$ cat config.mk
export PLATFORM = sky130hd
export DESIGN_NAME = iot_riscv_dbgctrl_flat
export DESIGN_NICKNAME = d
export VERILOG_FILES = /design/src/rtl/iot_riscv_dbgctrl_if.sv /design/src/rtl/iot_riscv_dbgctrl.sv /design/src/flat_wrapper.sv
export SDC_FILE = /design/constraint.sdc
export NUM_CORES = 1
export LEC_CHECK = 0
export BUFFER_PORTS_ARGS = -buffer_cell sky130_fd_sc_hd__buf_2
export CORE_MARGIN = 2
export CORE_UTILIZATION = 50
export CTS_CLUSTER_DIAMETER = 30
export DETAILED_ROUTE_END_ITERATION = 8
export PLACE_DENSITY = 0.73
export SYNTH_ARGS = -nofsm -noshare
export SYNTH_HDL_FRONTEND = slang
export SYNTH_SLANG_ARGS = --single-unit
$ cat constraint.sdc
create_clock -name main_clk_i -period 1.6 [get_ports main_clk_i]
set_input_delay 0.32 -clock main_clk_i [delete_from_list [all_inputs] [get_ports main_clk_i]]
set_output_delay 0.32 -clock main_clk_i [all_outputs]
set_load 0.05 [all_outputs]
$ cat src/rtl/iot_riscv_dbgctrl_if.sv
// Register access bus of the debug controller.
// Master drives strobe/address/data, slave returns registered read data.
interface iot_riscv_dbgctrl_if;
   logic        reg_en_i;
   logic        reg_wr_i;
   logic [2:0]  reg_addr_i;
   logic [31:0] reg_wdata_i;
   logic [31:0] reg_rdata_o;

   modport master (
      output reg_en_i,
      output reg_wr_i,
      output reg_addr_i,
      output reg_wdata_i,
      input  reg_rdata_o
   );

   modport slave (
      input  reg_en_i,
      input  reg_wr_i,
      input  reg_addr_i,
      input  reg_wdata_i,
      output reg_rdata_o
   );
endinterface

$ cat src/rtl/iot_riscv_dbgctrl.sv
// Debug controller: halt/step/resume FSM, HW breakpoints, sticky BRK flag.
// Optional halt-cycle counter enabled by IOT_RISCV_DBGCTRL_HALTCNT_EN.
module iot_riscv_dbgctrl (
   input  logic                      main_clk_i,
   input  logic                      main_rst_an_i,
   iot_riscv_dbgctrl_if.slave        reg_bus,
   output logic                      riscv_debug_pause_o,
   output logic                      riscv_debug_step_o,
   input  logic                      debug_halt_i,
   input  logic                      debug_halt_data_i,
   input  logic                      riscv_debug_break_i,
   output logic [30:0]               riscv_bp0_bp_addr_o,
   output logic                      riscv_bp0_bp_en_o,
   output logic [30:0]               riscv_bp1_bp_addr_o,
   output logic                      riscv_bp1_bp_en_o,
   output logic                      riscv_dbp0_dbp_en_o,
   output logic                      riscv_dbp0_dbp_wr_o,
   output logic [29:0]               riscv_dbp0_dbp_addr_o,
   output logic                      riscv_dbp1_dbp_en_o,
   output logic                      riscv_dbp1_dbp_wr_o,
   output logic [29:0]               riscv_dbp1_dbp_addr_o
);

   typedef enum logic [2:0] {
      RUN      = 3'd0,
      PAUSING  = 3'd1,
      HALTED   = 3'd2,
      STEP     = 3'd3,
      STEPWAIT = 3'd4,
      RESUME   = 3'd5
   } state_t;

   state_t      state;
   state_t      state_nxt;
   logic [31:0] bp0;
   logic [31:0] bp1;
   logic [31:0] dbp0;
   logic [31:0] dbp1;
   logic [31:0] haltcnt;
   logic [31:0] status;
   logic [31:0] rdata;
   logic [31:0] rdata_nxt;
   logic        brk;
   logic        wr_en;
   logic        rd_en;
   logic [3:0]  cmd;

   assign wr_en = reg_bus.reg_en_i & reg_bus.reg_wr_i;
   assign rd_en = reg_bus.reg_en_i & ~reg_bus.reg_wr_i;
   assign cmd   = (wr_en && reg_bus.reg_addr_i == 3'd0) ?
                  reg_bus.reg_wdata_i[3:0] : 4'd0;

   always_ff @(posedge main_clk_i or negedge main_rst_an_i) begin
      if (!main_rst_an_i) state <= RUN;
      else                state <= state_nxt;
   end

   // Only HALTED accepts two commands at once; RESUME beats STEP there.
   always_comb begin
      state_nxt = state;
      case (state)
         RUN: begin
            if (debug_halt_i | debug_halt_data_i) state_nxt = HALTED;
            else if (cmd[0])                      state_nxt = PAUSING;
         end
         PAUSING:  if (debug_halt_i) state_nxt = HALTED;
         HALTED: begin
            if (cmd[2])      state_nxt = RESUME;
            else if (cmd[1]) state_nxt = STEP;
         end
         STEP:     state_nxt = STEPWAIT;
         STEPWAIT: if (debug_halt_i) state_nxt = HALTED;
         RESUME:   state_nxt = RUN;
         default:  state_nxt = RUN;
      endcase
   end

   always_comb begin
      riscv_debug_pause_o = 1'b0;
      riscv_debug_step_o  = 1'b0;
      case (state)
         PAUSING, HALTED, STEPWAIT: riscv_debug_pause_o = 1'b1;
         STEP: begin
            riscv_debug_pause_o = 1'b1;
            riscv_debug_step_o  = 1'b1;
         end
         RESUME:  riscv_debug_step_o = 1'b1;
         default: ;
      endcase
   end

   always_ff @(posedge main_clk_i or negedge main_rst_an_i) begin
      if (!main_rst_an_i) begin
         bp0  <= '0;
         bp1  <= '0;
         dbp0 <= '0;
         dbp1 <= '0;
      end else if (wr_en) begin
         case (reg_bus.reg_addr_i)
            3'd2:    bp0  <= reg_bus.reg_wdata_i;
            3'd3:    bp1  <= reg_bus.reg_wdata_i;
            3'd4:    dbp0 <= reg_bus.reg_wdata_i;
            3'd5:    dbp1 <= reg_bus.reg_wdata_i;
            default: ;
         endcase
      end
   end

   // A break arriving with CLR_BRK must not be lost.
   always_ff @(posedge main_clk_i or negedge main_rst_an_i) begin
      if (!main_rst_an_i)          brk <= 1'b0;
      else if (riscv_debug_break_i) brk <= 1'b1;
      else if (cmd[3])              brk <= 1'b0;
   end

`ifdef IOT_RISCV_DBGCTRL_HALTCNT_EN
   always_ff @(posedge main_clk_i or negedge main_rst_an_i) begin
      if (!main_rst_an_i)
         haltcnt <= '0;
      else if (wr_en && reg_bus.reg_addr_i == 3'd6)
         haltcnt <= '0;
      else if (debug_halt_i && haltcnt != 32'hFFFF_FFFF)
         haltcnt <= haltcnt + 32'd1;
   end
`else
   assign haltcnt = '0;
`endif

   assign status = {26'd0, brk, debug_halt_data_i, debug_halt_i, state};

   always_comb begin
      rdata_nxt = '0;
      case (reg_bus.reg_addr_i)
         3'd1:    rdata_nxt = status;
         3'd2:    rdata_nxt = bp0;
         3'd3:    rdata_nxt = bp1;
         3'd4:    rdata_nxt = dbp0;
         3'd5:    rdata_nxt = dbp1;
         3'd6:    rdata_nxt = haltcnt;
         default: rdata_nxt = '0;
      endcase
   end

   always_ff @(posedge main_clk_i or negedge main_rst_an_i) begin
      if (!main_rst_an_i) rdata <= '0;
      else if (rd_en)     rdata <= rdata_nxt;
   end

   assign reg_bus.reg_rdata_o = rdata;

   assign riscv_bp0_bp_en_o     = bp0[0];
   assign riscv_bp0_bp_addr_o   = bp0[31:1];
   assign riscv_bp1_bp_en_o     = bp1[0];
   assign riscv_bp1_bp_addr_o   = bp1[31:1];
   assign riscv_dbp0_dbp_en_o   = dbp0[0];
   assign riscv_dbp0_dbp_wr_o   = dbp0[1];
   assign riscv_dbp0_dbp_addr_o = dbp0[31:2];
   assign riscv_dbp1_dbp_en_o   = dbp1[0];
   assign riscv_dbp1_dbp_wr_o   = dbp1[1];
   assign riscv_dbp1_dbp_addr_o = dbp1[31:2];

endmodule

$ cat src/flat_wrapper.sv
// flat-port wrapper written by rule: the top's interface ports become plain ports
module iot_riscv_dbgctrl_flat 
  (main_clk_i, main_rst_an_i, riscv_debug_pause_o, riscv_debug_step_o, debug_halt_i, debug_halt_data_i, riscv_debug_break_i, riscv_bp0_bp_addr_o, riscv_bp0_bp_en_o, riscv_bp1_bp_addr_o, riscv_bp1_bp_en_o, riscv_dbp0_dbp_en_o, riscv_dbp0_dbp_wr_o, riscv_dbp0_dbp_addr_o, riscv_dbp1_dbp_en_o, riscv_dbp1_dbp_wr_o, riscv_dbp1_dbp_addr_o, reg_bus_reg_en_i, reg_bus_reg_wr_i, reg_bus_reg_addr_i, reg_bus_reg_wdata_i, reg_bus_reg_rdata_o);
  iot_riscv_dbgctrl_if reg_bus_i ();
  input  logic main_clk_i;
  input  logic main_rst_an_i;
  output logic riscv_debug_pause_o;
  output logic riscv_debug_step_o;
  input  logic debug_halt_i;
  input  logic debug_halt_data_i;
  input  logic riscv_debug_break_i;
  output logic [30:0] riscv_bp0_bp_addr_o;
  output logic riscv_bp0_bp_en_o;
  output logic [30:0] riscv_bp1_bp_addr_o;
  output logic riscv_bp1_bp_en_o;
  output logic riscv_dbp0_dbp_en_o;
  output logic riscv_dbp0_dbp_wr_o;
  output logic [29:0] riscv_dbp0_dbp_addr_o;
  output logic riscv_dbp1_dbp_en_o;
  output logic riscv_dbp1_dbp_wr_o;
  output logic [29:0] riscv_dbp1_dbp_addr_o;
  input wire logic [$bits(reg_bus_i.reg_en_i)-1:0] reg_bus_reg_en_i;
  input wire logic [$bits(reg_bus_i.reg_wr_i)-1:0] reg_bus_reg_wr_i;
  input wire logic [$bits(reg_bus_i.reg_addr_i)-1:0] reg_bus_reg_addr_i;
  input wire logic [$bits(reg_bus_i.reg_wdata_i)-1:0] reg_bus_reg_wdata_i;
  output wire logic [$bits(reg_bus_i.reg_rdata_o)-1:0] reg_bus_reg_rdata_o;
  assign reg_bus_i.reg_en_i = reg_bus_reg_en_i;
  assign reg_bus_i.reg_wr_i = reg_bus_reg_wr_i;
  assign reg_bus_i.reg_addr_i = reg_bus_reg_addr_i;
  assign reg_bus_i.reg_wdata_i = reg_bus_reg_wdata_i;
  assign reg_bus_reg_rdata_o = reg_bus_i.reg_rdata_o;
  iot_riscv_dbgctrl u_core (.main_clk_i(main_clk_i), .main_rst_an_i(main_rst_an_i), .reg_bus(reg_bus_i), .riscv_debug_pause_o(riscv_debug_pause_o), .riscv_debug_step_o(riscv_debug_step_o), .debug_halt_i(debug_halt_i), .debug_halt_data_i(debug_halt_data_i), .riscv_debug_break_i(riscv_debug_break_i), .riscv_bp0_bp_addr_o(riscv_bp0_bp_addr_o), .riscv_bp0_bp_en_o(riscv_bp0_bp_en_o), .riscv_bp1_bp_addr_o(riscv_bp1_bp_addr_o), .riscv_bp1_bp_en_o(riscv_bp1_bp_en_o), .riscv_dbp0_dbp_en_o(riscv_dbp0_dbp_en_o), .riscv_dbp0_dbp_wr_o(riscv_dbp0_dbp_wr_o), .riscv_dbp0_dbp_addr_o(riscv_dbp0_dbp_addr_o), .riscv_dbp1_dbp_en_o(riscv_dbp1_dbp_en_o), .riscv_dbp1_dbp_wr_o(riscv_dbp1_dbp_wr_o), .riscv_dbp1_dbp_addr_o(riscv_dbp1_dbp_addr_o));
endmodule
# --- Word-level counts from Yosys, hierarchy flattened ---
# Cells that the tools add are included.
# Widths: inputs -> output; s select.
totals:
  latchBits: 0
  mem_count: 0
  ram_bits: 0
  rom_bits: 0
  output_inout_bits: 162
  word_cells: 48
  regBits: 164
op_classes:
  add_sub_neg: 0
  eq_ne: 13
  multipliers: 0
  muxes: 12
  order_cmp: 0
  n_reduce_logical: 12
  n_div: 0
  shifts: 0
  n_bitwise: 4
ops:
  columns: ["operator", "count"]
  rows:
  - ["$pmux 32 s5", 1]
  - ["$mux 3", 5]
  - ["$eq 3x2->1 const B", 4]
  - ["$eq 3x3->1 const B", 4]
  - ["$pmux 3 s4", 1]
  - ["$reduce_and 2->1", 4]
  - ["$eq 3x1->1 const B", 2]
  - ["$logic_not 3->1", 2]
  - ["$ne 3x1->1 const B", 2]
  - ["$mux 1", 4]
  - ["$mux 4", 1]
  - ["$reduce_or 2->1", 2]
  - ["$reduce_or 4->1", 1]
  - ["$reduce_and 3->1", 1]
  - ["$and 1x1->1", 2]
  - ["$ne 2x1->1 const B", 1]
  - ["$reduce_bool 2->1", 1]
  - ["$logic_and 1x1->1", 1]
  - ["$not 1->1", 1]
  - ["$or 1x1->1", 1]

# --- Logic depth before layout (Yosys ltp) ---
# Gate-level depths: netlist of run 1.
depth:
  word_depth: 6
  ltp_mapped: 7
  depth_no_buf: 4

# --- Worst setup path before layout of run 1 ---
# No wires, ideal clock.
synth_timing:
  kind: "reg-to-output"
  startpoint: "reg u_core.state[1]"
  endpoint: "out riscv_debug_pause_o"
  path_slack_ns: -0.196
  path_buffers: 1
  t_required_ns: 1.280
  t_arrival_ns: 1.476
  stages_incl_launch_ff: 4
  cell_sequence: "dfrtp_1 -> clkbuf_1 -> nor2_1 -> xnor2_1"
synth_between:
  elab_chain_cells: 3
synth_rtl:
  columns: ["element", "line", "source"]
  rows:
  - ["from (decl)", "iot_riscv_dbgctrl.sv:33", "state_t state;"]
  - ["from (signal assigned)", "iot_riscv_dbgctrl.sv:55", "else state <= state_nxt;"]
  - ["$eq 3x1->1 (tied with other cells)", "iot_riscv_dbgctrl.sv:81", "case (state)"]
  - ["$reduce_or 4->1 (no source line) (*)", null, null]
  - ["$mux 1 (*)", "iot_riscv_dbgctrl.sv:81", null]
  - ["to (decl)", "flat_wrapper.sv:7", "output logic riscv_debug_pause_o;"]
# Every way passes the cells marked *; elsewhere a longest branch is shown, timed or not.

# --- Worst setup path in the final report of run 1 ---
layout_timing:
  startpoint: "reg u_core.state[1]"
  endpoint: "out riscv_debug_step_o"
layout_between:
  elab_chain_cells: 3
layout_rtl:
  columns: ["element", "line", "source"]
  rows:
  - ["$eq 3x2->1 or $eq 3x3->1 (tied branches)", "iot_riscv_dbgctrl.sv:81", null]
  - ["$reduce_or 2->1 (no source line) (*)", null, null]
  - ["$mux 1 (*)", "iot_riscv_dbgctrl.sv:81", null]
  - ["to (decl)", "flat_wrapper.sv:8", "output logic riscv_debug_step_o;"]
# Marked as above.

==> summary.txt, run 1 <==
STA
  • Slew headroom: 57.9%
  • RSZ-0062 raised after global routing: true
  • Final Hold Vio Count: 0
  • Final Slew Violations: 0
  • Fin crit share: 102%
  • Worst Skew: a little under 0.01 ns
  • Final hold slack: around 0.091 ns
  • Fmax: between 0.6 and 0.7 GHz
  • Slew @ Worst Pin: about 0.63 ns
  • Final setup fails: 2
  • Final worst slack: -0.0399 ns
  • Min Clock Period, post-route: ~1.6 ns
  • Setup TNS: -0.0517 ns

Placement
  • DPL Wire Length: about 13000 um
  • Inst Count DP: between 800 and 900
  • Placed cell area: roughly 8600 sq um
  • Placer Congestion: 0.840
  • Input/output buffers: just over 200

Logic synthesis
  • Avg Cell Area, Syn: roughly 14 sq um
  • #FFs+latches synth: approximately 160
  • Syn Nets: 554
  • Area of the mapped netlist: around 7100 sq um
  • Top_reg_cell synth: dfrtp_1
  • Post-Synthesis Cells: 512
  • EDFF count, synth: 0
  • Post-synthesis async set-or-reset flop share: 100%
  • Synth cell types: 40
  • Top-area cell type share of the netlist area: between 50% and 60%
  • Sequential-to-total area share from yosys stat: a little under 60%
  • Synth area leader: dfrtp_1
  • Synth warnings: 0
  • Top cells by area, synth: dfrtp_1 (58%), mux2_2 (19%), a221oi_1 (3.2%)

Routing
  • Post-DR wirelength/cell: a little over 20 um
  • Antenna Nets Post-Route: 0
  • Via count: approximately 5400
  • Via density: slightly below 6
  • DRC Markers: 0
  • DR pass1 iterations: 4
  • Final WL: 19100 um
  • 1st-iter DRT viols: approximately 420

Min path
  • Worst hold-check path type: in -> reg
  • Worst hold stages: 2

Finish
  • Final Util: approximately two thirds
  • Fillers: 1001
  • Post-layout nets: approximately 780
  • Most common cell after layout, fill and taps aside: buf_2
  • Layout cells sized above 1: a little over half
  • Area delta synth->final: 31.4%
  • Inserted Diodes: 0
  • Non-Filler Instances: just over 900
  • Design area: approximately 9300 sq um
  • Most frequent cells in the layout: buf_2 (200), dfrtp_1 (162), mux2_2 (122), a221oi_1 (26), a22o_1 (26)

Global route
  • Grt ovf: 0
  • Initial antenna violation count: 0
  • First-pass GRT wire length: about 30000 um
  • Gr usage total: 25.8%
  • Pin count of the biggest net entering global routing: 70
  • Vias in the first global route: about 5500

Worst setup path
  • CP Cell Sequence: xor2_1, and2_1, buf_6
  • Delay-heaviest family, CP: flip-flops
  • Worst path arrival time: about 1.3 ns
  • Worst setup SP type: flop
  • Crit Path Max Fanout: 3
  • Worst path depth: 3
  • Crit-path max cell delay: 0.42 ns
  • Worst path bufs/invs: 1
  • Reg2Reg Depth: 5
  • CP max-delay cell: dfrtp_1
  • Worst endpoint required time: between 1 and 1.5 ns
  • Crit end category: output port
  • CP Class: reg -> out

Power and ir drop
  • IR drop worst, VDD: approximately 1.1 mV
  • Pleak: 4.44 nW
  • Power Density: between 1500 and 2000 nW/um^2

CTS
  • Clock buffer count from CTS: 17
  • CTS Buffer Depth: 2
  • Clock slew at reported path FFs: 0.06 ns
  • CTS tree: yes
  • Worst-Skew Late Latency: 0.43 ns
  • # H-tree levels: 4
  • Clock Sinks: between 150 and 200
  • Root buffer cell: clkbuf_16

Floorplanning
  • Vert. Die Dim: 123 um
  • I/O Pins: roughly 200
  • Full die area: 15100 sq um
  • Row cnt: 43
  • DIE WIDTH: between 100 and 150 um
  • Core ar.: around 14000 sq um
  • Starting Density: roughly 51%

Run
  • Max Cap Viol: 0

Run status
  • Failing checks: setup timing
  • Outcome: finished with violations
[layer usage]
layer | part of all wire (%) | global-route usage (%) | vias to the layer above
met5 | 0 | 0 | -
met4 | 1.8 | 8.31 | 0
met3 | 8.4 | 8.03 | 34
met2 | 47 | 41.4 | 246
met1 | 43 | 33.8 | 2722
li1 | - | - | 2369
[cell usage after synthesis, drive strengths merged (2+ instances only)]
library cell and number:
nor2 8, clkbuf 11, a31oi 2, mux2i 6
a22o 26, nor3 2, and2 3, dfrtp 164
o221ai 6, nand3b 2, nand2b 2, o21ai 13
a22oi 23, nand2 18, mux2 134, nor2b 4
a221oi 26, a21oi 19, buf 29, nor3b 2
[through the flow]
stage	power, mW	setup WS (ns)
after detailed placement	11.6	-0.0790
after global placement	11.5	-0.0467
after CTS	16.2	-0.0667
final	16.1	-0.0399
after floorplan	9.96	0.0232
after global routing	16.7	-0.0741
[what timing repair did]
| action | CTS | global route |
|---|---|---|
| gates cloned | 0 | 0 |
| setup buffers | 2 | 1 |
| pin swaps | 1 | 1 |
| hold endpoints to repair | 28 | 0 |
| resized for setup | 7 | 0 |
| endpoints found under the setup margin | 2 | 2 |
| hold buffers | 1 | 0 |
[where the power goes]
part           internal (mW)  total, mW  switching (mW)  leakage [nW]
sequential              5.03       5.74           0.713          2.04
clock                   2.86       4.52            1.66         0.318
combinational           1.58       5.83            4.25          2.08
total                   9.48       16.1            6.63          4.44
[final timing paths]
path / start / end / slack, ns
setup / recovery: u_core.state[1] / riscv_debug_step_o / -0.04
hold / removal: riscv_debug_break_i / u_core.brk / 0.09
setup reg to reg: u_core.state[2] / u_core.state[1] / 0.14
hold reg to reg: u_core.brk / u_core.brk / 0.49
max in group asynchronous: main_rst_an_i / u_core.bp0[11] / 0.61
min in group asynchronous: main_rst_an_i / u_core.reg_bus.reg_rdata_o[29] / 0.34
[sequential cells by signal, summed over array words and instances, names as in the netlist]
| register | count |
|---|---|
| u_core.bp0 | 32 |
| u_core.bp1 | 32 |
| u_core.dbp0 | 32 |
| u_core.dbp1 | 32 |
| u_core.reg_bus.reg_rdata_o | 32 |
| u_core.state | 3 |
| u_core.brk | 1 |
[kinds of logic after synthesis]
family / synth area share (%)
flops: 57.9
compound gates: 12.7
mux: 22.1
xor+xnor: 0.247
simple gates: 3.71
buf+inv: 3.35
[layout make-up]
type                            count  area [sq um]  share of cell area (%)
Inverter                            1          3.75                  0.0403
Clock inverter                     11           198                    2.12
Clock buffer                       21           460                    4.95
Timing Repair Buffer              242          1530                    16.4
Multi-Input combinational cell    307          2790                    29.9
Tap cell                          180           225                    2.42
Sequential cell                   164          4110                    44.1
(Power assumes the default switching activity.)
==> run 2: changes to the inputs <==
==> constraint.sdc (replaced) <==
create_clock -name main_clk_i -period 2.1 [get_ports main_clk_i]
set_input_delay 0.42 -clock main_clk_i [delete_from_list [all_inputs] [get_ports main_clk_i]]
set_output_delay 0.42 -clock main_clk_i [all_outputs]
set_load 0.05 [all_outputs]
==> summary.txt, run 2 (synthesized netlist as in run 1, its figures left out) <==
Run status
  • Outcome: completed

Worst setup path
  • Worst path bufs/invs: 1
  • Crit-path max cell delay: 0.54 ns
  • Crit end category: output port
  • Delay-heaviest family, CP: flip-flops
  • Worst path arrival time: roughly 1.5 ns
  • Worst endpoint required time: between 1.5 and 2 ns
  • CP max-delay cell: dfrtp_1
  • Crit Path Max Fanout: 9
  • Worst setup SP type: flop
  • CP Cell Sequence: xor2_1, and2_1, buf_2
  • CP Class: reg -> out

Placement
  • DPL Wire Length: approximately 13000 um
  • Placed cell area: 8390 sq um
  • Placer Congestion: about 0.8
  • Inst Count DP: just under 900
  • Input/output buffers: between 200 and 250
  • Pre-CTS WS: roughly 0.16 ns

Power and ir drop
  • IR drop worst, VDD: between 0.6 and 0.7 mV
  • Pleak: 4.32 nW
  • Clock share of power: between 20 and 30%
  • Power Density: around 1300 nW/um^2
  • Comb pwr share: around 36%
  • NetSw: 5.03 mW
  • Seq pwr share: 36.8%
  • Cell internal pwr: 6.93 mW
  • Switching share of power: 42.0%

Finish
  • Area delta synth->final: 27.3%
  • Design area: ~9000 sq um
  • Layout cells sized above 1: 53.4%
  • Non-Filler Instances: slightly above 900
  • Most common cell after layout, fill and taps aside: buf_2
  • Most frequent cells in the layout: buf_2 (202), dfrtp_1 (164), mux2_2 (122), a221oi_1 (26), a22o_1 (26)
  • Inserted Diodes: 0
  • Post-layout nets: roughly 760

Floorplanning
  • Vert. Die Dim: roughly 120 um
  • DIE WIDTH: approximately 120 um
  • I/O Pins: 204
  • Core ar.: around 14000 sq um
  • Full die area: 15100 sq um
  • Starting Density: 51.1%
  • Row cnt: 43

Routing
  • Final WL: roughly 19000 um
  • Via density: around 5.9
  • Post-DR wirelength/cell: 21.0 um
  • 1st-iter DRT viols: 349
  • Antenna Nets Post-Route: 0
  • DRC Markers: 0
  • DR pass1 iterations: 5
  • Via count: ~5400

STA
  • RSZ-0062 raised after global routing: false
  • Fin crit share: approximately 94%
  • Worst Skew: around 0.006 ns
  • Slew @ Worst Pin: approximately 0.78 ns
  • Slew headroom: 47.9%
  • Final Hold Vio Count: 0
  • Final Slew Violations: 0
  • Final worst slack: approximately 0.14 ns
  • Setup TNS: 0 ns
  • Final setup fails: 0
  • Min Clock Period, post-route: ~2 ns
  • Fmax: ~0.5 GHz

CTS
  • Root buffer cell: clkbuf_16
  • CTS tree: yes
  • Clock buffer count from CTS: 17
  • Worst-Skew Late Latency: 0.42 ns
  • # H-tree levels: 4
  • Clock Sinks: about 160
  • Clock slew at reported path FFs: roughly 0.060 ns
  • CTS Buffer Depth: 2

Global route
  • Met3 usage: under 10%
  • Initial antenna violation count: 0
  • Pin count of the biggest net entering global routing: 58
  • Vias in the first global route: between 5000 and 6000
  • Gr usage total: between 20% and 30%
  • Grt met1 use: between 30 and 40%
  • Grt ovf: 0
  • GRT busiest layer: met2
  • First-pass GRT wire length: ~30000 um
  • M2 GR Usage: around 42%

Run
  • Max Cap Viol: 0

Min path
  • Worst hold-check path type: in -> reg
run 2: final cells by class:
cell class / count / area, sq um
timing repair buffer: 228 / 1300
tap: 180 / 225
clock buffer: 20 / 467
inverter: 1 / 3.75
sequential: 164 / 4100
clock inverter: 11 / 151
multi-input combinational: 307 / 2770
fill: 1061 / 4860
run 2: timing repair:
action                                 in CTS  in global routing
endpoints found under the hold margin      35                  0
setup buffers                               0                  0
gates resized for setup                     0                  0
hold buffers                                1                  0
run 2: worst register-to-register path, stage by stage (launching register included):
cell      delay (ns)
dfrtp_1         0.48
nor2_1          0.18
a2111o_1        0.46
a31oi_1         0.16
a21oi_1         0.06
run 2: routing by layer:
metal | vias up | share of wire, %
met2 | 257 | 49
met3 | 30 | 8.9
li1 | 2343 | -
met4 | 0 | 1.5
met1 | 2755 | 41
met5 | - | 0
run 2: worst paths after layout:
path / slack [ns] / cells past startpoint / end / from
setup / recovery: 0.14 / 3 / riscv_debug_step_o / u_core.state[1]
hold / removal: 0.20 / 2 / u_core.brk / riscv_debug_break_i
setup reg to reg: 0.65 / 4 / u_core.state[1] / u_core.state[2]
hold reg to reg: 0.49 / 2 / u_core.reg_bus.reg_rdata_o[15] / u_core.reg_bus.reg_rdata_o[15]
max in group asynchronous: 0.97 / 3 / u_core.bp0[31] / main_rst_an_i
min in group asynchronous: 0.48 / 2 / u_core.reg_bus.reg_rdata_o[28] / main_rst_an_i
run 2: metrics by stage:
step | util, % | power [mW] | hold WS, ns
2_1_floorplan | - | 7.58 | 0.124
3_3_place_gp | 60.5 | 8.67 | 0.346
3_5_place_dp | 60.5 | 8.78 | 0.353
4_1_cts | 65.0 | 12.0 | 0.178
5_1_grt | 65.0 | 12.4 | 0.196
6_report | 65.0 | 12.0 | 0.197
run 2: power groups by stage:
| stage | Combinational, mW | Clock, mW | Sequential [mW] |
|---|---|---|---|
| 2_1_floorplan | 0.937 | 0 | 6.64 |
| 3_3_place_gp | 4.29 | 0 | 4.38 |
| 3_5_place_dp | 4.35 | 0 | 4.43 |
| 4_1_cts | 4.37 | 3.27 | 4.39 |
| 5_1_grt | 4.54 | 3.42 | 4.49 |
| 6_report | 4.35 | 3.21 | 4.40 |
==> run 3: changes to the inputs <==
--- a/config.mk
+++ b/config.mk
@@ -6,6 +6,7 @@
 export NUM_CORES = 1
 export LEC_CHECK = 0
 export BUFFER_PORTS_ARGS = -buffer_cell sky130_fd_sc_hd__buf_2
+export CORE_ASPECT_RATIO = 1.75
 export CORE_MARGIN = 2
 export CORE_UTILIZATION = 50
 export CTS_CLUSTER_DIAMETER = 30
==> summary.txt, run 3 (synthesized netlist as in run 1, its figures left out) <==
Placement
  • Placer Congestion: between 0.8 and 0.9
  • DPL Wire Length: about 14000 um
  • Inst Count DP: just under 900
  • Input/output buffers: between 200 and 250

Global route
  • Initial antenna violation count: 1
  • Vias in the first global route: 5519
  • First-pass GRT wire length: about 30000 um
  • Gr usage total: 26.0%
  • Pin count of the biggest net entering global routing: between 50 and 60
  • Grt ovf: 0

Worst setup path
  • CP Class: reg -> out
  • Worst setup SP type: flop
  • Worst r2r src: u_core.state[2]
  • Crit end category: output port
  • Worst path arrival time: between 1.5 and 2 ns
  • Worst endpoint required time: around 1.7 ns
  • Crit Path Max Fanout: 9
  • CP startpoint: u_core.state[1]

STA
  • Final Hold Vio Count: 0
  • Slew headroom: a little over half
  • Fmax: between 0.4 and 0.5 GHz
  • Setup TNS: 0 ns
  • Final hold slack: about 0.22 ns
  • Final Slew Violations: 0
  • Min Clock Period, post-route: ~2.1 ns
  • Worst Skew: roughly 0.007 ns
  • Final setup fails: 0
  • Slew @ Worst Pin: about 0.71 ns
  • RSZ-0062 raised after global routing: false
  • Fin crit share: between 90% and 100%

CTS
  • CTS Buffer Depth: 2
  • # H-tree levels: 4
  • Post-cts repair resize count: 0
  • Clock buffer count from CTS: 17
  • Clock slew at reported path FFs: 0.06 ns
  • Clock Sinks: between 150 and 200
  • Root buffer cell: clkbuf_16
  • CTS tree: yes
  • Worst-Skew Late Latency: ~0.42 ns

Power and ir drop
  • Switching share of power: between 40% and 50%
  • IR drop worst, VDD: roughly 0.71 mV
  • Power Density: between 1000 and 1500 nW/um^2
  • Comb pwr share: between 30% and 40%
  • Pleak: around 4.3 nW
  • Seq pwr share: between 30% and 40%
  • NetSw: approximately 5.1 mW
  • Cell internal pwr: 6.51 mW
  • Clock share of power: between 20 and 25%

Floorplanning
  • Row cnt: 57
  • Starting Density: 51.0%
  • DIE WIDTH: ~94 um
  • Full die area: around 15000 sq um
  • I/O Pins: about 200
  • Core ar.: 13900 sq um
  • Vert. Die Dim: around 160 um

Routing
  • DRC Markers: 0
  • Via density: 5.93
  • Antenna Nets Post-Route: 0
  • Post-DR wirelength/cell: between 20 and 25 um
  • Final WL: ~19000 um
  • 1st-iter DRT viols: 310
  • DR pass1 iterations: 5
  • Via count: roughly 5400

Finish
  • Most common cell after layout, fill and taps aside: buf_2
  • Non-Filler Instances: approximately 910
  • Post-layout nets: 766
  • Fillers: between 1000 and 1500
  • Layout cells sized above 1: between 50% and 60%
  • Area delta synth->final: 26.8%
  • Most frequent cells in the layout: buf_2 (202), dfrtp_1 (164), mux2_2 (122), a221oi_1 (26), a22o_1 (26)

Min path
  • Worst hold-check path type: in -> reg
  • Hold Path Origin: riscv_debug_break_i

Run status
  • Outcome: completed

Run
  • Max Cap Viol: 0
-- run 3: cell count changes in the layout (fill, tap and decap cells not counted), sizes merged --
cell,delta
inv,+6
buf,+5
clkinvlp,+2
clkinv,-2
bufinv,-3
diode,+1
clkbuf,-3
-- run 3: layout make-up --
class / instances / area, sq um / share of cell area (%)
Tap cell: 177 / 221 / 2.46
Antenna cell: 1 / 2.50 / 0.0278
Inverter: 1 / 3.75 / 0.0417
Clock buffer: 17 / 425 / 4.73
Timing Repair Buffer: 233 / 1340 / 14.9
Sequential cell: 164 / 4100 / 45.6
Clock inverter: 14 / 120 / 1.34
Multi-Input combinational cell: 307 / 2780 / 30.9
-- run 3: timing repair --
action | CTS | global route
endpoints found under the hold margin | 45 | 0
hold buffers | 1 | 0
buffers inserted | 0 | 0
-- run 3: worst max-delay path, stage by stage, from the launching register on --
cell and delay [ns]:
dfrtp_1 0.51, nor2_1 0.11, xnor2_1 0.28, buf_2 0.33
-- run 3: power groups by stage --
stage                     clock [mW]  sequential [mW]  combinational [mW]
final                           2.88             4.38                4.37
after CTS                       2.92             4.38                4.40
after global routing            3.09             4.46                4.54
after floorplan                    0             6.64               0.937
after global placement             0             4.39                4.32
after detailed placement           0             4.43                4.38
-- run 3: routing by layer --
layer  track usage (%)  vias to the layer above  wire length (um)
met5                 0                        -                 0
met4              10.1                        0               562
met3              5.64                       47              1260
met2              45.1                      245             10200
met1              31.4                     2756              7160
li1                  -                     2368                 -
-- run 3: stage by stage --
step           power (mW)  worst slack (ns)  area (sq um)  utilization [%]
3_3_place_gp         8.71             0.248          8430             60.6
2_1_floorplan        7.58             0.204          7090                -
5_1_grt              12.1            0.0733          8990             64.6
4_1_cts              11.7            0.0854          8990             64.6
3_5_place_dp         8.82             0.157          8430             60.6
6_report             11.6            0.0392          8990             64.7
-- run 3: path summary, 6_finish.rpt --
kind | to | slack, ns | cells after the start
setup / recovery | riscv_debug_pause_o | 0.04 | 3
hold / removal | u_core.brk | 0.22 | 2
setup reg to reg | u_core.state[1] | 0.71 | 4
hold reg to reg | u_core.reg_bus.reg_rdata_o[16] | 0.49 | 2
max in group asynchronous | u_core.reg_bus.reg_rdata_o[14] | 0.92 | 3
min in group asynchronous | u_core.bp1[28] | 0.51 | 2
